===== config.mk =====
export PLATFORM = sky130hd
export DESIGN_NAME = df_edge_sched_flat
export DESIGN_NICKNAME = d
export VERILOG_FILES = /design/src/rtl/df_edge_sched_if.sv /design/src/rtl/df_edge_sched.sv /design/src/flat_wrapper.sv
export SDC_FILE = /design/constraint.sdc
export NUM_CORES = 1
export LEC_CHECK = 0
export CAP_MARGIN = 20
export CORE_MARGIN = 2
export CORE_UTILIZATION = 35
export DETAILED_ROUTE_END_ITERATION = 12
export SLEW_MARGIN = 40
export SYNTH_ARGS = -nofsm -noshare
export SYNTH_HDL_FRONTEND = slang
export SYNTH_SLANG_ARGS = --single-unit

===== constraint.sdc =====
create_clock -name clk -period 4.8 [get_ports clk]
set_input_delay 0.72 -clock clk [delete_from_list [all_inputs] [get_ports clk]]
set_output_delay 0.72 -clock clk [all_outputs]
set_load 0.02 [all_outputs]

===== src/rtl/df_edge_sched_if.sv =====
// Handshake/status bundle for the deblocking-filter edge scheduler.
// The master drives MB start parameters and stall; the slave (scheduler) drives status.
interface df_edge_sched_if;
   logic       start;
   logic       disable_DF;
   logic [3:0] mb_num_h;
   logic [3:0] mb_num_v;
   logic       stall;
   logic       busy;
   logic       edge_valid;
   logic [5:0] DF_edge_counter;
   logic [1:0] one_edge_counter;
   logic       mbAddrA_rd;
   logic       mbAddrB_rd;
   logic       end_of_MB_DF;

   modport master (
      output start, disable_DF, mb_num_h, mb_num_v, stall,
      input  busy, edge_valid, DF_edge_counter, one_edge_counter,
             mbAddrA_rd, mbAddrB_rd, end_of_MB_DF
   );

   modport slave (
      input  start, disable_DF, mb_num_h, mb_num_v, stall,
      output busy, edge_valid, DF_edge_counter, one_edge_counter,
             mbAddrA_rd, mbAddrB_rd, end_of_MB_DF
   );
endinterface


===== src/rtl/df_edge_sched.sv =====
// Deblocking-filter edge scheduler: walks the 48 luma/chroma edges of one MB,
// four pixel lines per edge, skipping picture-boundary edges in a single cycle.
module df_edge_sched (
   input  logic            clk,
   input  logic            reset,
   df_edge_sched_if.slave  bus
);

   typedef enum logic [1:0] {IDLE, RUN, DONE} state_e;

   state_e     state_q, state_d;
   logic [5:0] edge_q, edge_d;
   logic [1:0] line_q, line_d;
   logic       valid_q, valid_d;
   logic       rda_q, rda_d;
   logic       rdb_q, rdb_d;
   logic       busy_q, busy_d;
   logic       eom_q, eom_d;
   logic       hz_q, hz_d;
   logic       vz_q, vz_d;

   logic       load;
   logic [5:0] nxt_edge;
   logic       nxt_left, nxt_top, nxt_skip;

   function automatic logic is_left(input logic [5:0] e);
      if (e < 6'd16) return (e[1:0] == 2'b00);
      if (e >= 6'd32 && e < 6'd40) return !e[1];
      return 1'b0;
   endfunction

   function automatic logic is_top(input logic [5:0] e);
      if (e >= 6'd16 && e < 6'd20) return 1'b1;
      if (e >= 6'd40) return !e[1];
      return 1'b0;
   endfunction

   always_comb begin
      state_d  = state_q;
      edge_d   = edge_q;
      line_d   = line_q;
      valid_d  = valid_q;
      rda_d    = rda_q;
      rdb_d    = rdb_q;
      busy_d   = busy_q;
      eom_d    = 1'b0;
      hz_d     = hz_q;
      vz_d     = vz_q;
      load     = 1'b0;
      nxt_edge = '0;
      nxt_left = 1'b0;
      nxt_top  = 1'b0;
      nxt_skip = 1'b0;

      case (state_q)
         IDLE: begin
            if (bus.start) begin
               hz_d = (bus.mb_num_h == 4'd0);
               vz_d = (bus.mb_num_v == 4'd0);
               if (bus.disable_DF) begin
                  state_d = DONE;
                  eom_d   = 1'b1;
               end else begin
                  state_d = RUN;
                  busy_d  = 1'b1;
                  load    = 1'b1;
               end
            end
         end
         RUN: begin
            // A skipped edge (valid low) lasts one cycle; a filtered edge lasts four lines.
            if (!bus.stall) begin
               if (!valid_q || line_q == 2'd3) begin
                  if (edge_q == 6'd47) begin
                     state_d = DONE;
                     busy_d  = 1'b0;
                     valid_d = 1'b0;
                     rda_d   = 1'b0;
                     rdb_d   = 1'b0;
                     edge_d  = '0;
                     line_d  = '0;
                     eom_d   = 1'b1;
                  end else begin
                     nxt_edge = edge_q + 6'd1;
                     load     = 1'b1;
                  end
               end else begin
                  line_d = line_q + 2'd1;
               end
            end
         end
         DONE:    state_d = IDLE;
         default: state_d = IDLE;
      endcase

      if (load) begin
         nxt_left = is_left(nxt_edge);
         nxt_top  = is_top(nxt_edge);
         nxt_skip = (nxt_left && hz_d) || (nxt_top && vz_d);
         edge_d   = nxt_edge;
         line_d   = '0;
         valid_d  = !nxt_skip;
         rda_d    = !nxt_skip && nxt_left;
         rdb_d    = !nxt_skip && nxt_top;
      end
   end

   always_ff @(posedge clk) begin
      if (reset) begin
         state_q <= IDLE;
         edge_q  <= '0;
         line_q  <= '0;
         valid_q <= 1'b0;
         rda_q   <= 1'b0;
         rdb_q   <= 1'b0;
         busy_q  <= 1'b0;
         eom_q   <= 1'b0;
         hz_q    <= 1'b0;
         vz_q    <= 1'b0;
      end else begin
         state_q <= state_d;
         edge_q  <= edge_d;
         line_q  <= line_d;
         valid_q <= valid_d;
         rda_q   <= rda_d;
         rdb_q   <= rdb_d;
         busy_q  <= busy_d;
         eom_q   <= eom_d;
         hz_q    <= hz_d;
         vz_q    <= vz_d;
      end
   end

   assign bus.busy             = busy_q;
   assign bus.edge_valid       = valid_q;
   assign bus.DF_edge_counter  = edge_q;
   assign bus.one_edge_counter = line_q;
   assign bus.mbAddrA_rd       = rda_q;
   assign bus.mbAddrB_rd       = rdb_q;
   assign bus.end_of_MB_DF     = eom_q;

endmodule


===== src/flat_wrapper.sv =====
// flat-port wrapper written by rule: the top's interface ports become plain ports
module df_edge_sched_flat 
  (clk, reset, bus_start, bus_disable_DF, bus_mb_num_h, bus_mb_num_v, bus_stall, bus_busy, bus_edge_valid, bus_DF_edge_counter, bus_one_edge_counter, bus_mbAddrA_rd, bus_mbAddrB_rd, bus_end_of_MB_DF);
  df_edge_sched_if bus_i ();
  input  logic clk;
  input  logic reset;
  input wire logic [$bits(bus_i.start)-1:0] bus_start;
  input wire logic [$bits(bus_i.disable_DF)-1:0] bus_disable_DF;
  input wire logic [$bits(bus_i.mb_num_h)-1:0] bus_mb_num_h;
  input wire logic [$bits(bus_i.mb_num_v)-1:0] bus_mb_num_v;
  input wire logic [$bits(bus_i.stall)-1:0] bus_stall;
  output wire logic [$bits(bus_i.busy)-1:0] bus_busy;
  output wire logic [$bits(bus_i.edge_valid)-1:0] bus_edge_valid;
  output wire logic [$bits(bus_i.DF_edge_counter)-1:0] bus_DF_edge_counter;
  output wire logic [$bits(bus_i.one_edge_counter)-1:0] bus_one_edge_counter;
  output wire logic [$bits(bus_i.mbAddrA_rd)-1:0] bus_mbAddrA_rd;
  output wire logic [$bits(bus_i.mbAddrB_rd)-1:0] bus_mbAddrB_rd;
  output wire logic [$bits(bus_i.end_of_MB_DF)-1:0] bus_end_of_MB_DF;
  assign bus_i.start = bus_start;
  assign bus_i.disable_DF = bus_disable_DF;
  assign bus_i.mb_num_h = bus_mb_num_h;
  assign bus_i.mb_num_v = bus_mb_num_v;
  assign bus_i.stall = bus_stall;
  assign bus_busy = bus_i.busy;
  assign bus_edge_valid = bus_i.edge_valid;
  assign bus_DF_edge_counter = bus_i.DF_edge_counter;
  assign bus_one_edge_counter = bus_i.one_edge_counter;
  assign bus_mbAddrA_rd = bus_i.mbAddrA_rd;
  assign bus_mbAddrB_rd = bus_i.mbAddrB_rd;
  assign bus_end_of_MB_DF = bus_i.end_of_MB_DF;
  df_edge_sched u_core (.clk(clk), .reset(reset), .bus(bus_i));
endmodule

==> flow_summary_export.csv, run 1 <==
group,metric,value,unit
drt,vias_per_cell,5.59,
sta,tns,0,ns
worst_setup_path,cpPeakStageDelay,0.44,ns
synthesis,yosysWarnings,0,
clock_tree,cts_tree,"built",
worst_setup_path,crit_path_top_delay_cell,"clkdlybuf4s50_1",
clock_tree,post_cts_buffers,0,
pwr,switching_share,27.1,%
run,drv_cap,0,
worst_setup_path,crit_path_max_fanout,6,
final_layout,area_growth,28.2,%
sta,period_minus_slack,2.28,ns
pwr,power.density,211,nW/µm²
die,dieArea,3350,µm²
drt,ant_nets,0,
sta,fin_crit_sh,47.5,%
run_status,status,"complete, no violations",
grt,grt_usage,17.1,%
pwr,pwr-share-clk,28.7,%
clock_tree,clk-insertion-delay-late,0.30,ns
placed_design,gp_congestion,0.907,
clock_tree,hold_buffers,0,
worst_setup_path,path_class,"primary input to register",
worst_setup_path,crit_family,"simple AND/OR/NAND/NOR gates",
placed_design,dpl_cell_area,1280,µm²
sta,finalSetupViolCount,0,
worst_setup_path,startpoint_type,"primary input",
worst_setup_path,arrival,2.49,ns
final_layout,diodes,0,
final_layout,drive_above_1_share,6.08,%
sta,worstMarginPinSlew,0.665,ns
final_layout,fin_util,47.2,%
final_layout,finalNetCount,164,
grt,grt_pass1_vias,960,
grt,grt_max_degree,18,
clock_tree,clkTransAtPathRegs,0.10,ns
final_layout,design_area,1300,µm²
hold_path,hold_path.startpoint,"u_core.bus.mbAddrB_rd",
sta,grt_setup_unrepaired,"false",
drt,post_drt_wl_per_cell,14.3,µm
drt,wirelength,2560,µm
synthesis,synth_nets,140,
clock_tree,ctsResizeCount,0,
pwr,ir_drop,0.154,mV
worst_setup_path,crit_chain,"clkdlybuf4s50_1 -> nor3b_1 -> nand2_1 -> nor3_1 -> a211oi_2 -> nor4b_1",
pwr,p_int,0.000201,W
synthesis,synth_seq_area_share,33.5,%
worst_setup_path,critical_path_required,5.01,ns
worst_setup_path,rr_startpoint,"u_core.bus.DF_edge_counter[0]",
die,die_w,57.9,µm
pwr,p_comb_share,16.9,%
drt,first_pass_iters,5,
pwr,p_leak,0.445,nW
die,rows,19,
clock_tree,cts_buffer_depth,2,
clock_tree,cts_sinks,17,
die,start_util,36.8,%
drt,initialDrtViolationCount,41,
clock_tree,cts-htree-levels,1,
synthesis,synthesis.area,1020,µm²
grt,grt_pass1_wl,4460,µm
synthesis,netlist_instances,125,
pwr,switching_power,0.0000747,W
worst_setup_path,critPathCaptureType,"register",
final_layout,seqCellArea,340,µm²
clock_tree,numCtsBuffers,3,
sta,slew_violations,0,
die,die_h,57.9,µm
sta,maxClockFrequency,439,MHz
synthesis,syn_avg_cell_area,8.13,µm²
grt,antenna_found_initial,0,
placed_design,hpwlAfterDp,1900,µm
drt,drc,0,
final_layout,fill_cells,285,
sta,max_slew_margin,55.5,%
die,core_area,2760,µm²
clock_tree,root_buffer,"clkbuf_4",
worst_setup_path,crit_start,"bus_stall",
synthesis,yosysUniqueCellTypes,45,
placed_design,port_buffers,25,
worst_setup_path,cp.buffers_inverters,1,
pwr,power,0.000275,W
grt,grt_overflow,0,
die,num_io_pins,26,
final_layout,multi_input_area,628,µm²
pwr,power_frac_seq,54.3,%
sta,hold_violations,0,
sta,worst_clock_skew,0.00297,ns
hold_path,min_path_type,"register to register",
synthesis,synth-seq-cells,17,
drt,dr_total_vias,1000,
## worst paths after layout
check / to / slack [ns] / cells past startpoint
worst max-delay path: u_core.bus.mbAddrA_rd / 2.52 / 6
worst min-delay path: u_core.bus.mbAddrB_rd / 0.47 / 2
worst max register to register: u_core.bus.mbAddrB_rd / 2.71 / 6
worst min register to register: u_core.bus.mbAddrB_rd / 0.47 / 2
## synth_stat cells, drive strengths merged
master  count  share of area (%)
and2b       1               0.74
a31oi       1               0.62
ha          2                2.5
nor3        6                3.0
a211oi      4                4.7
mux2i       3                3.0
a21oi      13                6.8
nand4       2                1.2
o21ai       7                3.4
dfxtp      17                 33
xnor2       1               0.86
buf         4                2.1
o221ai      1               0.86
a311o       1               0.99
nor3b       3                2.7
nor4        2                1.2
or3b        1                1.1
and3        3                1.8
a21boi      2                1.5
o21a        1               0.74
inv         5                1.8
nand3       4                2.5
nand2       6                2.2
or3         3                1.8
nand3b      1               0.74
o211ai      3                2.2
clkbuf      2               0.74
nor2b       2                1.2
o311ai      1               0.86
a22oi       2                1.5
o32ai       1               0.86
xor2        1               0.86
nor4b       1               0.86
nand2b      4                2.5
nor2       12                4.4
nand4b      1               0.86
a21o        1               0.74
## kinds of logic after synthesis
| group | synth area share (%) |
|---|---|
| adders and majority gates | 2.46 |
| AOI/OAI and AO/OA | 25.7 |
| xor gates and xnor gates | 1.72 |
| muxes | 2.96 |
| DFF | 33.5 |
| and+or+nand+nor | 28.9 |
| buffers and inverters | 4.68 |
## layout by cell type (no fill, tap or decap), types with 2 or more instances in the layout
| master | synthesis | final |
|---|---|---|
| nand3_1 | 3 | 3 |
| clkbuf_4 | 0 | 3 |
| nand2b_1 | 4 | 4 |
| dfxtp_1 | 17 | 17 |
| nor4_1 | 2 | 2 |
| nor3b_1 | 2 | 2 |
| mux2i_1 | 3 | 3 |
| o211ai_1 | 3 | 3 |
| a22oi_1 | 2 | 2 |
| clkdlybuf4s50_1 | 0 | 25 |
| a21oi_1 | 12 | 12 |
| inv_1 | 5 | 5 |
| a21boi_0 | 2 | 2 |
| nor3_1 | 6 | 6 |
| nor2b_1 | 2 | 2 |
| and3_1 | 3 | 3 |
| or3_1 | 3 | 3 |
| nand2_1 | 6 | 6 |
| o21ai_0 | 6 | 6 |
| nor2_1 | 12 | 12 |
| a211oi_1 | 2 | 2 |
| nand4_1 | 2 | 2 |
| ha_1 | 2 | 2 |
## power groups by stage
stage               clock (W)  sequential, W  combinational, W
floorplan                   0       0.000156         0.0000212
global placement            0       0.000153         0.0000468
detailed placement          0       0.000153         0.0000471
CTS                 0.0000848       0.000150         0.0000473
global route        0.0000910       0.000150         0.0000512
finish              0.0000790       0.000150         0.0000467
## worst reg2reg max path, stage by stage, from the launching register on
cell     delay (ns)
dfxtp_1        0.49
ha_1           0.38
and3_1         0.31
nand2_1        0.15
a21o_1         0.21
a311o_1        0.37
a21oi_2        0.11
## area by class of cell
| class | instances | area share [%] |
|---|---|---|
| inverter | 5 | 1.44 |
| timing repair buffer | 25 | 19.2 |
| tap | 31 | 2.98 |
| sequential | 17 | 26.1 |
| multi-input combinational | 97 | 48.2 |
| clock buffer | 4 | 2.02 |
## layer usage
layer / track usage (%) / vias to the layer above / routed length [µm]
met5: 0 / - / 0
met4: 6.64 / 0 / 25
met2: 26.3 / 25 / 1210
met3: 5.36 / 4 / 123
met1: 22.3 / 462 / 1200
li1: - / 509 / -
## stage by stage
stage | cells | hold WS [ns] | setup slack, ns
floorplan | 125 | 0.469 | 2.86
global placement | 175 | 0.458 | 2.25
detailed placement | 175 | 0.456 | 2.23
CTS | 179 | 0.480 | 2.50
global route | 179 | 0.508 | 2.33
finish | 179 | 0.474 | 2.52
## state kept, by name, indices dropped and copies added (netlist names)
name / count
u_core.bus.DF_edge_counter: 6
u_core.bus.busy: 1
u_core.bus.edge_valid: 1
u_core.bus.end_of_MB_DF: 1
u_core.bus.mbAddrA_rd: 1
u_core.bus.mbAddrB_rd: 1
u_core.bus.one_edge_counter: 2
u_core.hz_q: 1
u_core.state_q: 2
u_core.vz_q: 1
(Power assumes the default switching activity.)
==> inputs of run 2 (changes only) <==
clock period = 2.1 ns   (was 4.8 ns; I/O delays follow)
==> run 2 against run 1 <==
Non-clock buffer count increased by 14. Clock power is 130% higher. Count of clock-buffer cells in the layout is 1 lower. First-iteration DRC count down 9.8%. Largest cell class unchanged. Final cell count is 7.8% higher.
==> flow_summary_export.csv, run 2 (synthesis gave the netlist of run 1 again) <==
group,metric,value,unit
final_layout,seqCellArea,340,µm²
drt,ant_nets,0,
worst_setup_path,arrival,2.10,ns
die,start_util,36.8,%
sta,grt_setup_unrepaired,"false",
grt,met1_usage,22.8,%
grt,grtUsageMet2,28.7,%
drt,initialDrtViolationCount,37,
worst_setup_path,startpoint_type,"register",
clock_tree,numCtsBuffers,3,
drt,dr_total_vias,1064,
worst_setup_path,path_class,"register to register",
pwr,p_int,0.000473,W
run_status,status,"complete, no violations",
final_layout,area_growth,38.9,%
clock_tree,cts_buffer_depth,2,
grt,antenna_found_initial,0,
grt,grt_pass1_vias,964,
final_layout,diodes,0,
worst_setup_path,crit_path_top_delay_cell,"dfxtp_1",
sta,slew_violations,0,
final_layout,fill_cells,273,
clock_tree,root_buffer,"clkbuf_4",
grt,grt_overflow,0,
worst_setup_path,worst-r2r-setup-slack,0.24,ns
worst_setup_path,crit_chain,"ha_1 -> and3_1 -> nand2_1 -> a21o_1 -> a311o_1 -> a21oi_2",
sta,fin_crit_sh,88.7,%
placed_design,gp_congestion,0.920,
drt,wirelength,2710,µm
sta,hold_ws,0.480,ns
final_layout,drive_above_1_share,15.4,%
pwr,p_leak,0.517,nW
placed_design,hpwlAfterDp,2100,µm
worst_setup_path,critPathCaptureType,"register",
grt,grt_usage,17.4,%
grt,grt_max_degree,14,
pwr,power,0.000656,W
clock_tree,cts_sinks,17,
clock_tree,hold_buffers,0,
grt,grtUsageMet3,4.24,%
grt,grt_pass1_wl,4560,µm
drt,post_drt_wl_per_cell,14.1,µm
pwr,switching_share,28.0,%
final_layout,fin_cells,193,
placed_design,port_buffers,25,
pwr,ir_drop,0.348,mV
pwr,power.density,465,nW/µm²
sta,tns,0,ns
sta,maxClockFrequency,537,MHz
die,die_h,57.9,µm
run,drv_cap,0,
die,dieArea,3350,µm²
worst_setup_path,cpPeakStageDelay,0.44,ns
die,core_area,2760,µm²
sta,hold_violations,0,
clock_tree,clkTransAtPathRegs,0.10,ns
worst_setup_path,crit_path_max_fanout,6,
sta,finalSetupViolCount,0,
drt,first_pass_iters,4,
pwr,power_frac_seq,51.9,%
final_layout,largest_reg_flops,6,
pwr,p_comb_share,19.9,%
clock_tree,clk-insertion-delay-late,0.30,ns
clock_tree,cts_tree,"built",
drt,drc,0,
final_layout,multi_input_area,631,µm²
pwr,pwr-share-clk,28.2,%
die,rows,19,
final_layout,layout_common_cells,"25 x clkdlybuf4s50_1, 17 x dfxtp_1, 14 x buf_4, 12 x a21oi_1, 11 x nor2_1",
die,num_io_pins,26,
worst_setup_path,cp.buffers_inverters,0,
worst_setup_path,critical_path_required,2.33,ns
sta,worstMarginPinSlew,0.428,ns
sta,worst_clock_skew,0.00645,ns
placed_design,place_inst,189,
drt,vias_per_cell,5.51,
worst_setup_path,crit_family,"compound AO/OA/AOI/OAI gates",
sta,period_minus_slack,1.86,ns
pwr,switching_power,0.000184,W
sta,max_slew_margin,71.3,%
final_layout,final_common_cell,"clkdlybuf4s50_1",
final_layout,fin_util,51.2,%
final_layout,finalNetCount,178,
hold_path,min_path_type,"register to register",
clock_tree,cts-htree-levels,1,
die,die_w,57.9,µm
grt,top_usage_layer,"met2",
[run 2: cell count changes in the layout (fill, tap and decap cells not counted), sizes merged]
cell,previous run,this run
buf,0,14
clkbuf,4,3
clkinv,0,1
[run 2: final timing paths]
path | from | endpoint | depth (start not counted)
worst min register to register | u_core.bus.mbAddrB_rd | u_core.bus.mbAddrB_rd | 2
worst min-delay path | u_core.bus.mbAddrB_rd | u_core.bus.mbAddrB_rd | 2
worst max-delay path | u_core.bus.DF_edge_counter[1] | u_core.bus.mbAddrB_rd | 6
worst max register to register | u_core.bus.DF_edge_counter[1] | u_core.bus.mbAddrB_rd | 6
[run 2: worst reg2reg max path, cell delays in order (launching register included)]
cell and delay (ns):
dfxtp_1 0.44, ha_1 0.25, and3_1 0.29, nand2_1 0.15
a21o_1 0.21, a311o_1 0.37, a21oi_2 0.11
[run 2: per-layer routing]
| layer | part of all wire, % | vias to the layer above | wire, µm |
|---|---|---|---|
| met1 | 46 | 492 | 1260 |
| met4 | 2.4 | 0 | 64 |
| li1 | - | 536 | - |
| met2 | 46 | 30 | 1260 |
| met3 | 4.8 | 6 | 130 |
| met5 | 0 | - | 0 |
[run 2: metrics by stage]
| stage | cell area, µm² | setup WS, ns |
|---|---|---|
| global route | 1410 | 0.0868 |
| detailed placement | 1380 | -0.0355 |
| finish | 1410 | 0.237 |
| CTS | 1410 | 0.112 |
| global placement | 1380 | 0.0200 |
| floorplan | 1020 | 0.169 |
[run 2: power by group through the flow]
stage | Clock [W] | Combinational (W) | Sequential [W]
global route | 0.000203 | 0.000142 | 0.000342
finish | 0.000185 | 0.000130 | 0.000341
floorplan | 0 | 0.0000484 | 0.000357
CTS | 0.000193 | 0.000131 | 0.000341
detailed placement | 0 | 0.000130 | 0.000348
global placement | 0 | 0.000128 | 0.000348
[run 2: final cells by class]
class / count / area share [%]
sequential: 17 / 24.1
tap: 31 / 2.75
multi-input combinational: 97 / 44.7
timing repair buffer: 39 / 25.2
clock buffer: 3 / 1.60
inverter: 5 / 1.33
clock inverter: 1 / 0.355
[run 2: what timing repair did]
| action | 4_1_cts | 5_1_grt |
|---|---|---|
| gates resized for setup | 0 | 1 |
| endpoints found under the setup margin | 0 | 1 |
| buffers inserted | 0 | 0 |
==> inputs of run 3 (changes only) <==
ABC_CLOCK_PERIOD_IN_PS = 2100   (was not set)
==> results of run 3 <==
No change in the layout: final DEF, timing and power equal those of run 2.
==> RTL edit 1, RTL diff (settings of run 2) <==
Reset style: asynchronous (`reset`), changed in one clocked block.
--- a/src/rtl/df_edge_sched.sv
+++ b/src/rtl/df_edge_sched.sv
@@ -106,5 +106,5 @@
    end
 
-   always_ff @(posedge clk) begin
+   always_ff @(posedge clk or posedge reset) begin
       if (reset) begin
          state_q <= IDLE;
Formal check against the unedited RTL: differs if reset is asserted again (counterexample within 4 cycles, from zero or initial values and one cycle with reset high); with reset held inactive, the same outputs for 10 cycles.
==> RTL edit 1 against run 2 <==
Wire length is 3.2% lower; final cell count is 9.8% lower; the flow now finishes with violations (design-rule violations); critical path type unchanged; critical path depth is 1 lower; synthesized area is 4.1% higher; sequential cell count stayed put; first-iteration DRC count is 11% lower; worst setup slack worse by 29 ps; design area is 0.27% lower; highest routed layer unchanged.
Power is not compared: it rests on default switching activity, and its combinational part moved more than twofold at a synthesized area within 25%.
==> RTL edit 1: results (changes against run 2) <==
largest net degree at the start of global routing 18 (was 14); status finished, violations left (was complete, no violations); drc violations 5 (was 0); CP max-delay cell dfrtp_1 (was dfxtp_1); initial drt markers 33 (was 37); Pleak 0.575 nW; drt first pass iters 8 (was 4); async set-reset flop share out of synthesis 1.00 (was 0); Nets 159 (was 178); fillers 277 (was 273); metal3 WL 168 µm (was 130 µm); worst rel slew slack 0.544 (was 0.713); Layout area overhead 33.1% (was 38.9%); syn_nets 125 (was 140); DR WL met2 1220 µm (was 1260 µm); met1 wire length 1230 µm (was 1260 µm); Detailed Place HPWL 2000 µm (was 2100 µm); Area after DPL 1380 µm² (about the same); Worst Hold Class in -> async (was reg -> reg); vias in the first global route 954 (was 964); global-route wire length before repair 4310 µm (was 4560 µm); crit path max fanout 10 (was 6); gpl congestion 0.899 (was 0.920); Worst Skew 2.41 ps (was 6.45 ps); failing checks design-rule violations; All-Layer GR Usage 0.161 (was 0.174); Synth area leaders dfrtp_1 40%, o21ai_0 4.7%, nand2_1 4.6%, nand2b_1 3.0%, a22o_1 2.5% (was dfxtp_1 33%, a21oi_1 5.9%, nor2_1 4.4%, mux2i_1 3.0%, nor3_1 3.0%); r2r worst-path depth 5 (was 6); number of distinct library cells after synthesis 42 (was 45); I/O Buffers 25 (unchanged); sequential-to-total area share from yosys stat 0.402 (was 0.335); max reg flops 6 (unchanged); CP Data Arrival Time 2070 ps (was 2100 ps); most frequent cells after synthesis 17 x dfrtp_1, 13 x nand2_1, 10 x o21ai_0 (was 17 x dfxtp_1, 12 x a21oi_1, 12 x nor2_1); share of layout cells above drive strength 1 0.168 (was 0.154); Routed WL 2630 µm (was 2710 µm); internal power 0.000804 W; worst skew pair latency 280 ps (was 300 ps); slowest stage delay, CP 550 ps (was 440 ps)
-- RTL edit 1: worst paths after layout --
path,to,slack [ps],startpoint
max,u_core.bus.edge_valid$_DFFE_PP0P_,210,u_core.bus.DF_edge_counter[3]$_DFFE_PP0P_
min,u_core.state_q[1]$_DFFE_PP0P_,440,reset
max reg2reg,u_core.bus.edge_valid$_DFFE_PP0P_,210,u_core.bus.DF_edge_counter[3]$_DFFE_PP0P_
min reg2reg,u_core.bus.mbAddrA_rd$_DFFE_PP0P_,500,u_core.bus.mbAddrA_rd$_DFFE_PP0P_
max in group asynchronous,u_core.bus.edge_valid$_DFFE_PP0P_,1230,reset
min in group clk,u_core.bus.mbAddrA_rd$_DFFE_PP0P_,500,u_core.bus.mbAddrA_rd$_DFFE_PP0P_
-- RTL edit 1: area by class of cell --
type,instances,share of cell area
Multi-Input combinational cell,87,0.422
Timing Repair Buffer,33,0.220
Tap cell,31,0.0276
Inverter,2,0.00889
Clock buffer,4,0.0187
Sequential cell,17,0.302
-- RTL edit 1: stage by stage --
stage               worst slack [ps]  cells
floorplan                        143    110
global placement                 124    170
detailed placement               102    170
CTS                              162    174
global route                    95.6    174
finish                           208    174
-- RTL edit 1: worst register-to-register path, cell delays in order (launching register included) --
cell and delay, ps:
dfrtp_1 550, nand4_1 150, or3_1 370, a2111o_1 470, a21oi_1 190, nor3_2 60
-- RTL edit 1: layer usage --
layer / vias to the layer above / global-route usage
li1: 480 / -
met1: 493 / 0.221
met2: 31 / 0.259
met3: 2 / 0.0286
met4: 0 / 0.0455
met5: - / 0
-- RTL edit 1: cells by family (layout without fill, tap and decap cells) --
logic type                 after synthesis  in the layout  share of synthesized area
muxes                                    2              2                     0.0213
adders and majority gates                2              2                     0.0237
buffers and inverters                    6             39                     0.0391
and+or+nand+nor                         50             50                      0.296
DFF                                     17             17                      0.402
xor gates and xnor gates                 2              2                     0.0166
AOI/OAI and AO/OA                       31             31                      0.201
-- RTL edit 1: power groups by stage --
stage,registers [W],logic [W],clock network (W)
3_5_place_dp,0.000486,0.000703,0
5_1_grt,0.000493,0.000785,0.000198
3_3_place_gp,0.000485,0.000700,0
4_1_cts,0.000479,0.000709,0.000179
6_report,0.000478,0.000708,0.000175
2_1_floorplan,0.000557,0.000350,0
==> RTL edit 2, RTL diff (settings of run 2) <==
Without the edit above. Re-encode `state_e` (3 states) as one-hot, 3 bits wide.
--- a/src/rtl/df_edge_sched.sv
+++ b/src/rtl/df_edge_sched.sv
@@ -7,5 +7,5 @@
 );
 
-   typedef enum logic [1:0] {IDLE, RUN, DONE} state_e;
+   typedef enum logic [2:0] {IDLE = 3'b001, RUN = 3'b010, DONE = 3'b100} state_e;
 
    state_e     state_q, state_d;
Behaviour: same outputs for any inputs over 10 cycles, from zero or initial values and one cycle with reset high; not proved beyond that.
==> RTL edit 2 against run 2 <==
Fmax fell by 3.7%; worst setup slack got worse by 72 ps; synthesized area grew 13%; total power up 4.7%; critical endpoint is now bus_DF_edge_counter[3]; critical path type is now reg -> out; wire length rose by 12%; design area rose by 5.2%; sequential cell count is 1 higher.
==> RTL edit 2: results (changes against run 2) <==
average wire per standard cell 14.5 µm (was 14.1 µm); cell family with most CP delay buffers and inverters (was compound AO/OA/AOI/OAI gates); most frequent cells after synthesis 18 x dfxtp_1, 13 x nor2_1, 12 x a21oi_1 (was 17 x dfxtp_1, 12 x a21oi_1, 12 x nor2_1); pre-CTS setup slack 181 ps (was -35.5 ps); Detailed Place HPWL 2380 µm (was 2100 µm); crit path max fanout 15 (was 6); Hold WS 458 ps (was 480 ps); status complete, no violations (unchanged); worst-margin pin slew 732 ps (was 428 ps); met3 GRT Util 0.0189 (was 0.0424); post-synthesis cell count 137 (was 125); critical path endpoint bus_DF_edge_counter[3] (was u_core.bus.mbAddrB_rd$_SDFFE_PP0P_); global-route wire length before repair 4970 µm (was 4560 µm); Peak Freq 517 MHz (was 537 MHz); share of layout cells above drive strength 1 0.145 (was 0.154); GR Layer Usage met2 0.321 (was 0.287); R2R Path Start u_core.bus.DF_edge_counter[3]$_SDFFE_PP0P_ (was u_core.bus.DF_edge_counter[1]$_SDFFE_PP0P_); Setup crit start u_core.bus.DF_edge_counter[3]$_SDFFE_PP0P_ (was u_core.bus.DF_edge_counter[1]$_SDFFE_PP0P_); hold depth 2 (unchanged); sequential-to-total area share from yosys stat 0.314 (was 0.335); Nets 182 (was 178); CP max-delay cell clkdlybuf4s50_1 (was dfxtp_1); syn_nets 152 (was 140); met1 Use GR 0.219 (was 0.228); slowest stage delay, CP 690 ps (was 440 ps); CP Data Arrival Time 1620 ps (was 2100 ps); R2R Setup Slk 210 ps (was 240 ps); initial drt markers 69 (was 37); All-Layer GR Usage 0.178 (was 0.174); Area after DPL 1450 µm² (was 1380 µm²); Synth area leaders dfxtp_1 31%, a21oi_1 5.2%, nor2_1 4.2%, o21ai_0 3.1%, buf_6 2.9% (was dfxtp_1 33%, a21oi_1 5.9%, nor2_1 4.4%, mux2i_1 3.0%, nor3_1 3.0%); Worst Skew 1.84 ps (was 6.45 ps); CP Capture Type output port (was register); dpl cells 206 (was 189); Peak VDD IR 0.000291 V (was 0.000348 V); Pleak 0.510 nW (was 0.517 nW); gpl congestion 0.810 (was 0.920); vias in the first global route 1134 (was 964); largest net degree at the start of global routing 16 (was 14); Avg Vias per Cell 5.48 (was 5.51)
-- RTL edit 2: logic make-up (layout without fill, tap and decap cells) --
kind of cell               count (synthesis)  after routing  share of synthesized area
and+or+nand+nor                           56             56                      0.288
AOI/OAI and AO/OA                         43             43                      0.265
DFF                                       18             18                      0.314
buffers and inverters                     14             43                     0.0762
muxes                                      4              4                     0.0359
adders and majority gates                  2              2                     0.0218
-- RTL edit 2: power by group --
group | switching [W] | internal [W]
registers | 0.00000815 | 0.000351
clock network | 0.000118 | 0.000106
logic | 0.0000489 | 0.0000547
total | 0.000175 | 0.000512
-- RTL edit 2: layout make-up --
cell class / count / area [µm²]
clock buffers: 4 / 36.3
multi-input cells: 105 / 701
flip-flops and latches: 18 / 360
inverters: 6 / 22.5
repair buffers: 33 / 310
well taps: 44 / 55.1
fillers: 320 / 1590
-- RTL edit 2: metal layers --
layer,share of wire,vias up
li1,-,569
met1,0.45,546
met2,0.49,31
met3,0.040,5
met4,0.014,0
met5,0,-
